**src/rtl/calc_param.sv**
```systemverilog
// calc_param: keypad calculator with NDIG-digit decimal operands, iterative
// multiply/divide, and a one-digit-per-cycle BCD scan toward the display mux.
module calc_param #(
  parameter int NDIG = 8,
  parameter int W    = 27,
  parameter int PW   = $clog2(NDIG)
) (
  input  logic          clock,
  input  logic          reset,
  input  logic          cmd_valid,
  input  logic [3:0]    cmd,
  output logic          cmd_ready,
  output logic [1:0]    status,
  output logic [3:0]    data,
  output logic [PW-1:0] pos,
  output logic          digit_valid,
  output logic          neg
);

  // state   | meaning
  // ENTER_A | typing the first operand (or holding a chained result)
  // ENTER_B | typing the second operand after an operator
  // CALC    | add/sub in one cycle, mul/div iterate W cycles
  // SCAN    | emitting NDIG BCD digits, then back to r_ret
  // ERR     | only backspace/clear is acted on
  typedef enum logic [2:0] {S_ENTER_A, S_ENTER_B, S_CALC, S_SCAN, S_ERR} state_t;

  localparam int CW = $clog2(((W > NDIG) ? W : NDIG) + 1);
  localparam int TW = $clog2(NDIG + 1);
  localparam logic [2*W-1:0] MAXV = (2*W)'(64'd10 ** NDIG - 64'd1);
  localparam logic [3:0] OP_ADD = 4'hA;
  localparam logic [3:0] OP_SUB = 4'hB;
  localparam logic [3:0] OP_MUL = 4'hC;
  localparam logic [3:0] OP_DIV = 4'hD;
  localparam logic [3:0] K_EQ   = 4'hE;
  localparam logic [3:0] K_BS   = 4'hF;

  state_t r_state, w_state_next, r_ret;

  logic [W-1:0]   r_cur, r_a, r_b, r_scan, r_wb;
  logic [2*W-1:0] r_acc, r_wa;
  logic [3:0]     r_op;
  logic [TW-1:0]  r_ndig;
  logic [CW-1:0]  r_cnt;

  logic           w_accept, w_is_digit, w_is_op, w_last, w_div0, w_calc_end;
  logic [W:0]     w_sum;
  logic [W-1:0]   w_diff;
  logic [2*W-1:0] w_acc_step, w_result;
  logic [W:0]     w_shift;
  logic           w_qbit;
  logic [W-1:0]   w_rem_next, w_q_next;
  logic [W-1:0]   w_src, w_quot;
  logic [3:0]     w_digit;
  logic           w_blank;

  assign w_accept   = cmd_valid && cmd_ready;
  assign w_is_digit = (cmd <= 4'd9);
  assign w_is_op    = (cmd >= OP_ADD) && (cmd <= OP_DIV);
  assign w_last     = (r_cnt == CW'(W - 1));
  assign w_div0     = (r_op == OP_DIV) && (r_b == '0);
  assign w_calc_end = (r_op == OP_ADD) || (r_op == OP_SUB) || w_last;

  assign w_sum      = {1'b0, r_a} + {1'b0, r_b};
  assign w_diff     = (r_a >= r_b) ? (r_a - r_b) : (r_b - r_a);
  assign w_acc_step = r_wb[0] ? (r_acc + r_wa) : r_acc;

  // Restoring division: remainder lives in r_acc[W-1:0], quotient shifts into r_wa[W-1:0].
  assign w_shift    = {r_acc[W-1:0], r_wa[W-1]};
  assign w_qbit     = (w_shift >= {1'b0, r_b});
  assign w_rem_next = w_qbit ? W'(w_shift - {1'b0, r_b}) : w_shift[W-1:0];
  assign w_q_next   = {r_wa[W-2:0], w_qbit};

  always_comb begin
    w_result = {{(W-1){1'b0}}, w_sum};
    case (r_op)
      OP_SUB:  w_result = {{W{1'b0}}, w_diff};
      OP_MUL:  w_result = w_acc_step;
      OP_DIV:  w_result = {{W{1'b0}}, w_q_next};
      default: ;
    endcase
  end

  assign w_src   = (r_cnt == '0) ? r_cur : r_scan;
  assign w_quot  = w_src / W'(10);
  assign w_digit = 4'(w_src % W'(10));
  assign w_blank = (r_cnt != '0) && (w_src == '0);

  always_ff @(posedge clock or negedge reset) begin
    if (!reset) r_state <= S_ENTER_A;
    else        r_state <= w_state_next;
  end

  always_comb begin
    w_state_next = r_state;
    cmd_ready    = 1'b0;
    status       = 2'b01;
    case (r_state)
      S_ENTER_A: begin
        cmd_ready = 1'b1;
        status    = 2'b10;
        if (cmd_valid) w_state_next = w_is_op ? S_ENTER_B : S_SCAN;
      end
      S_ENTER_B: begin
        cmd_ready = 1'b1;
        status    = 2'b10;
        if (cmd_valid) begin
          if (w_is_op)          w_state_next = (r_ndig == '0) ? S_ENTER_B : S_ERR;
          else if (cmd == K_EQ) w_state_next = S_CALC;
          else                  w_state_next = S_SCAN;
        end
      end
      S_CALC: begin
        if (w_div0)          w_state_next = S_ERR;
        else if (w_calc_end) w_state_next = (w_result > MAXV) ? S_ERR : S_SCAN;
      end
      S_SCAN: begin
        if (r_cnt == CW'(NDIG)) w_state_next = r_ret;
      end
      S_ERR: begin
        cmd_ready = 1'b1;
        status    = 2'b00;
        if (cmd_valid && (cmd == K_BS)) w_state_next = S_SCAN;
      end
      default: w_state_next = S_ENTER_A;
    endcase
  end

  always_ff @(posedge clock or negedge reset) begin
    if (!reset) begin
      r_cur       <= '0;
      r_a         <= '0;
      r_b         <= '0;
      r_scan      <= '0;
      r_wb        <= '0;
      r_acc       <= '0;
      r_wa        <= '0;
      r_op        <= OP_ADD;
      r_ndig      <= '0;
      r_cnt       <= '0;
      r_ret       <= S_ENTER_A;
      data        <= 4'h0;
      pos         <= '0;
      digit_valid <= 1'b0;
      neg         <= 1'b0;
    end else begin
      case (r_state)
        S_ENTER_A, S_ENTER_B: begin
          if (w_accept) begin
            r_cnt <= '0;
            if (w_is_digit) begin
              if (r_ndig < TW'(NDIG)) begin
                r_cur  <= r_cur * W'(10) + W'(cmd);
                r_ndig <= r_ndig + 1'b1;
              end
              neg   <= 1'b0;
              r_ret <= r_state;
            end else if (cmd == K_BS) begin
              r_cur <= r_cur / W'(10);
              if (r_ndig != '0) r_ndig <= r_ndig - 1'b1;
              neg   <= 1'b0;
              r_ret <= r_state;
            end else if (w_is_op) begin
              if (r_state == S_ENTER_A) begin
                r_a    <= r_cur;
                r_op   <= cmd;
                r_cur  <= '0;
                r_ndig <= '0;
                neg    <= 1'b0;
              end else if (r_ndig == '0) begin
                r_op <= cmd;
              end
            end else begin
              r_ret <= S_ENTER_A;
              if (r_state == S_ENTER_B) begin
                r_b   <= r_cur;
                r_acc <= '0;
                r_wa  <= {{W{1'b0}}, r_a};
                r_wb  <= r_cur;
              end
            end
          end
        end
        S_CALC: begin
          r_cnt <= r_cnt + 1'b1;
          if (r_op == OP_MUL) begin
            r_acc <= w_acc_step;
            r_wa  <= r_wa << 1;
            r_wb  <= r_wb >> 1;
          end else if (r_op == OP_DIV) begin
            r_acc <= {{W{1'b0}}, w_rem_next};
            r_wa  <= {{W{1'b0}}, w_q_next};
          end
          if (w_state_next == S_SCAN) begin
            r_cur  <= w_result[W-1:0];
            r_ndig <= TW'(NDIG);
            neg    <= (r_op == OP_SUB) && (r_a < r_b);
            r_cnt  <= '0;
            r_ret  <= S_ENTER_A;
          end
        end
        S_SCAN: begin
          if (r_cnt == CW'(NDIG)) begin
            digit_valid <= 1'b0;
            r_cnt       <= '0;
          end else begin
            digit_valid <= 1'b1;
            pos         <= r_cnt[PW-1:0];
            data        <= w_blank ? 4'hF : w_digit;
            r_scan      <= w_quot;
            r_cnt       <= r_cnt + 1'b1;
          end
        end
        S_ERR: begin
          if (w_accept && (cmd == K_BS)) begin
            r_cur       <= '0;
            r_a         <= '0;
            r_b         <= '0;
            r_scan      <= '0;
            r_wb        <= '0;
            r_acc       <= '0;
            r_wa        <= '0;
            r_op        <= OP_ADD;
            r_ndig      <= '0;
            r_cnt       <= '0;
            r_ret       <= S_ENTER_A;
            data        <= 4'h0;
            pos         <= '0;
            digit_valid <= 1'b0;
            neg         <= 1'b0;
          end
        end
        default: ;
      endcase
    end
  end

endmodule
```
**config.mk**
```make
export PLATFORM = sky130hd
export DESIGN_NAME = calc_param
export DESIGN_NICKNAME = d
export VERILOG_FILES = /design/src/rtl/calc_param.sv
export SDC_FILE = /design/constraint.sdc
export NUM_CORES = 1
export LEC_CHECK = 0
export CORE_MARGIN = 1.5
export CORE_UTILIZATION = 45
export CTS_BUF_LIST = sky130_fd_sc_hd__clkbuf_8 sky130_fd_sc_hd__clkbuf_16
export DETAILED_ROUTE_END_ITERATION = 10
export PLACE_DENSITY = 0.72
export RECOVER_POWER = 25
export SETUP_SLACK_MARGIN = 0.3
export SYNTH_ARGS = -nofsm -noshare
export SYNTH_HDL_FRONTEND = slang
export SYNTH_SLANG_ARGS = --single-unit
```
**constraint.sdc**
```tcl
create_clock -name clock -period 10 [get_ports clock]
set_clock_uncertainty 0.1 [all_clocks]
set_input_delay 3 -clock clock [delete_from_list [all_inputs] [get_ports clock]]
set_output_delay 3 -clock clock [all_outputs]
set_load 0.01 [all_outputs]
```
# Yosys cells after proc, flatten, opt, wreduce, memory -nomap -nowiden
# Cells that the tools add are included.
[classes]
n_reduce_logical = 34
n_div = 3
n_eq_ne = 31
add_sub_neg = 9
muxes = 106
multipliers = 1
magnitude_cmp = 8
[op_table]
columns = ["cell", "n"]
rows = [
  ["$mux 54", 16],
  ["$mux 27", 23],
  ["$pmux 54 s3", 3],
  ["$pmux 27 s2", 3],
  ["$pmux 27 s3", 2],
  ["$sub 27x27->27", 3],
  ["$mux 4", 18],
  ["$add 54x54->54", 1],
  ["$div 27x4->27 const B", 2],
  ["$gt 54x27->1 const B", 1],
  ["$logic_not 27->1", 2],
  ["$mux 3", 16],
  ["$add 27x27->28", 1],
  ["$ge 28x27->1", 1],
  ["$reduce_and 7->1", 4],
  ["$add 27x4->27", 1],
  ["$ge 27x27->1", 1],
  ["$lt 27x27->1", 1],
  ["$mod 27x4->27 const B", 1],
  ["$mul 27x3->26 const B", 1],
  ["$eq 4x4->1 const B", 6],
  ["$reduce_and 8->1", 3],
  ["$mux 5", 4],
  ["$pmux 5 s4", 1],
  ["44 further kinds", 77],
]
[word_totals]
inputBits = 7
ff_bits = 271

# Depth between registers and ports, before layout
[depth]
depth_word = 11
depth_mapped = 48
depth_no_buf = 40

# Worst setup path after synthesis
# No wires, ideal clock.
[synth_path]
path_type = "flip-flop to flip-flop"
startpoint = "register r_cnt[0]"
endpoint = "register data[1]"
stages_incl_launch_ff = 46
arrival_time_ns = 9.257
path_buffers = 6
required_ns = 9.780
path_slack_ns = 0.522
period_less_slack_ns = 9.478
setup_ns = 0.120
path_cell_list = "dfrtp_1 > inv_1 > ha_1 > or4b_1 > buf_2 > mux2_2 > clkbuf_1 > a32oi_1 > o22ai_1 > nor3_1 > nor3_1 > clkbuf_1 > nor4_1 > a311oi_1 > nand3_1 > clkbuf_1 > nor3_1 > a221o_1 > [... 10 more ...] > nand2_1 > o22a_1 > and2_1 > o32ai_1 > and2_1 > clkbuf_1 > nor2b_1 > o21ai_0 > o311a_1 > ha_1 > nand2_1 > a21oi_1 > a311oi_1 > o2bb2ai_1 > a221oi_2 > xor2_1 > o21ai_0 > nand2_1"
[synth_between]
elab_chain_cells = 7
word_cells_on_any_way = 12
classes_between = "1 x div; 2 x eq/ne; 4 x mux; 5 x reduce/logical"
[synth_rtl]
columns = ["element", "line", "text"]
rows = [
  ["start: declaration", "44", "logic [CW-1:0] r_cnt;"],
  ["start signal: assignment", "185", "r_cnt <= r_cnt + 1'b1;"],
  ["start signal: assignment", "211", "r_cnt <= r_cnt + 1'b1;"],
  ["parallel branches: the longest is 7 deep, another holds $mod 27x4->27", "-", ""],
  ["end signal: assignment", "209", "data <= w_blank ? 4'hF : w_digit;"],
  ["end: declaration", "14", "output logic [3:0] data,"],
]
# Several ways; the timed one is not identified. The select of a mux whose other input is x is not followed.
# A chain may end at the register's enable or synchronous reset.

# Worst setup path after layout
[layout_path]
startpoint = "register r_cur[22]"
endpoint = "register r_cur[0]"
[layout_between]
elab_chain_cells = 5
[layout_rtl]
columns = ["element", "line", "text"]
rows = [
  ["start: declaration", "40", "logic [W-1:0] r_cur, r_a, r_b, r_scan, r_wb;"],
  ["start signal: assignment", "153", "r_cur <= r_cur * W'(10) + W'(cmd);"],
  ["start signal: assignment", "159", "r_cur <= r_cur / W'(10);"],
  ["start signal: assignment", "195", "r_cur <= w_result[W-1:0];"],
  ["$div 27x4->27", "159", ""],
  ["$mux 27", "158", "end else if (cmd == K_BS) begin"],
  ["$mux 27", "151", "if (w_is_digit) begin"],
  ["$mux 27", "149", "if (w_accept) begin"],
  ["$pmux 27 s3", "147", "case (r_state)"],
]
# Every way passes these cells. The select of a mux whose other input is x is not followed.

==> summary.txt <==
Status -> finished, violations left
Failing checks -> capacitance limit, slew limit
Worst Path Required -> 10340 ps
Initial antenna violation count -> 2
Final Hold Viols -> 0
WS Path Type -> reg -> reg
Critical Path End Type -> register
Cts bufs inserted -> 34
Async S/R FF share, synth -> 100%
Die width -> 261 um
Sink Count -> 268
Row cnt -> 94
RSZ-0062 raised after global routing -> true
Cell accounting for the most synthesized area -> dfrtp_1
Setup violations, final -> 0
Max-cap viol count -> 1
Synth top area cells -> dfrtp_1, ha_1, a21oi_1
Top delay family on crit path -> compound AO/OA/AOI/OAI gates
Routed vias -> 32285
Placer congestion estimate -> 0.967
Post-layout min period -> 9750 ps
Largest net degree at the start of global routing -> 96
Slew Limit Fails -> 96
Share of cells above drive strength 1 -> 17.1%
Maximum fanout along the worst path -> 7
Synth Register Bits -> 268
Drt drc -> 0
Total GRT Usage -> 27.6%
Post-Synthesis Net Count -> 4223
Initial core utilization -> 45.5%
Area growth syn-to-layout -> 18.9%
Global route overflow -> 0
Crit path buffers/inverters -> 5
CTS tree -> done
Total routed wirelength -> 102000 um
Crit share post-route -> 97.5%
Area fraction of the dominant cell type after synthesis -> 22.2%
Cells after Synth -> 3995
Htree depth -> 2
Die Area -> 68100 sq um
Count of flip-flops with a built-in enable after synthesis -> 0
IO Port Bufs -> 18
Worst-path clk slew -> 60 ps
Worst Path Arrival -> 10080 ps
DRT Pass-1 Iters -> 6
Initial DRC count -> 3875
Synth warn -> 0
Worst Tran Pin Value -> 5370 ps
Nets -> 4325
Fillers -> 6083
CP max-delay cell -> a221o_2
Hpwl dp -> 70100 um
Vias per cell -> 6.48
Max clock buf depth -> 3
Global-route wire length before repair -> 155000 um
Fmax -> 103 MHz
Root Driver -> clkbuf_16
Post-Syn Area -> 30000 sq um
Hold Path Class -> reg -> reg
Top FF cell, synth -> dfrtp_1
Detail Route Antenna Nets -> 0
Max stage delay on crit path -> 560 ps
WL/cell -> 20.4 um
CP startpoint kind -> register
Final TNS setup -> 0 ps
Height of the die -> 261 um
Skew-Pair Late Insertion Delay -> 560 ps
Critical path's most frequent cell -> buf_4
Vias in the first global route -> 28669
Num ports -> 19
Share of the yosys chip area belonging to registers -> 22.4%
Core Region -> 65900 sq um
Synthesized area per cell -> 7.50 sq um
Worst slew margin -> -258%
Yosys cell types -> 127
==> cell type report <==
cell class | count | area (sq um) | area share [%]
tap | 864 | 1080 | 3.04
inverter | 185 | 694 | 1.95
antenna | 1 | 2.50 | 0.00703
timing repair buffer | 332 | 2720 | 7.65
clock inverter | 24 | 268 | 0.752
multi-input combinational | 3276 | 23200 | 65.3
sequential | 268 | 6720 | 18.9
clock buffer | 36 | 878 | 2.47
==> tightest hold or removal path, delay by kind of cell, from the launching register on <==
family	cells	cell delay, ps
DFF	1	350
and+or+nand+nor	2	110
==> path summary, 6_finish.rpt <==
check / startpoint / to / slack (ps) / cells past startpoint
min in group asynchronous: reset / r_wa[8]$_DFFE_PN0P_ / 4310 / 1
max in group asynchronous: reset / r_wa[46]$_DFFE_PN0P_ / 2070 / 2
worst min-delay path: pos[2]$_DFFE_PN0P_ / pos[2]$_DFFE_PN0P_ / 390 / 2
worst max-delay path: r_cur[22]$_DFFE_PN0P_ / r_cur[0]$_DFFE_PN0P_ / 250 / 37
worst min register to register: pos[2]$_DFFE_PN0P_ / pos[2]$_DFFE_PN0P_ / 390 / 2
worst max register to register: r_cur[22]$_DFFE_PN0P_ / r_cur[0]$_DFFE_PN0P_ / 250 / 37
==> cell usage after synthesis (41+ instances only) <==
library cell,number
clkbuf_1,220
a22o_1,62
nand2_1,392
o21bai_1,54
o211ai_1,46
a21oi_1,368
a21o_1,78
a31oi_1,43
o21ai_0,301
ha_1,214
inv_1,178
nor3_1,108
nand4_1,47
a211oi_1,55
a221oi_1,41
mux2i_1,52
nand3_1,123
xnor2_1,101
nor2_1,396
dfrtp_1,266
==> what timing repair did <==
item | CTS | global route
setup buffers | 0 | 109
endpoints found under the setup margin | 6 | 7
pin swaps | 0 | 107
gates resized for setup | 35 | 306
gates cloned | 0 | 11
hold buffers | 0 | 0
==> state kept, by name, summed over array words and instances (netlist names) <==
signal / cells
neg: 1
r_ret: 3
pos: 3
r_cnt: 5
r_state: 3
digit_valid: 1
r_b: 27
data: 4
r_wa: 54
r_cur: 27
r_op: 4
r_acc: 54
r_a: 27
r_ndig: 4
r_scan: 24
r_wb: 27
==> placed cells by master (no fill, tap or decap), drive strengths merged, types with 38 or more instances in the layout <==
master,count
nand2,394
a22o,62
buf,310
dfrtp,266
nor4,40
nand4,47
a21oi,372
o21a,39
xnor2,103
nand3,124
o31ai,38
inv,192
xor2,38
clkbuf,41
nor3,110
o21ai,310
ha,214
a21o,78
nor2,401
mux2i,52
a211oi,59
a31oi,45
o21bai,54
o211ai,48
a221oi,46
==> stage by stage <==
step	util [%]	setup WS (ps)	hold slack, ps	cell area, sq um	instances
2_1_floorplan	-	522	350	30000	3995
3_3_place_gp	48.2	19.4	357	31700	4805
3_5_place_dp	48.2	-60.0	374	31700	4805
4_1_cts	50.2	307	395	33000	4865
5_1_grt	54.1	-56.5	409	35600	4986
6_report	54.1	254	387	35600	4986
==> kinds of logic (layout without fill, tap and decap cells) <==
group	after synthesis	after routing	synth area share (%)
compound gates	1487	1488	34.0
simple gates	1343	1345	21.2
buf+inv	455	577	5.97
flops	268	268	22.4
fa+ha+maj	228	228	9.65
xor+xnor	141	141	4.17
mux	73	74	2.62
other cells	0	1	0
==> routing by layer <==
| metal | GRT usage, % | vias up | routed length [um] |
|---|---|---|---|
| met2 | 43.4 | 1547 | 45900 |
| met4 | 9.82 | 0 | 3830 |
| met3 | 3.74 | 291 | 8260 |
| met5 | 0 | - | 0 |
| li1 | - | 15121 | - |
| met1 | 38.8 | 15326 | 43900 |
Power is not shown: default switching activity piles up to over one toggle a cycle in this logic, so the estimate is an artifact.
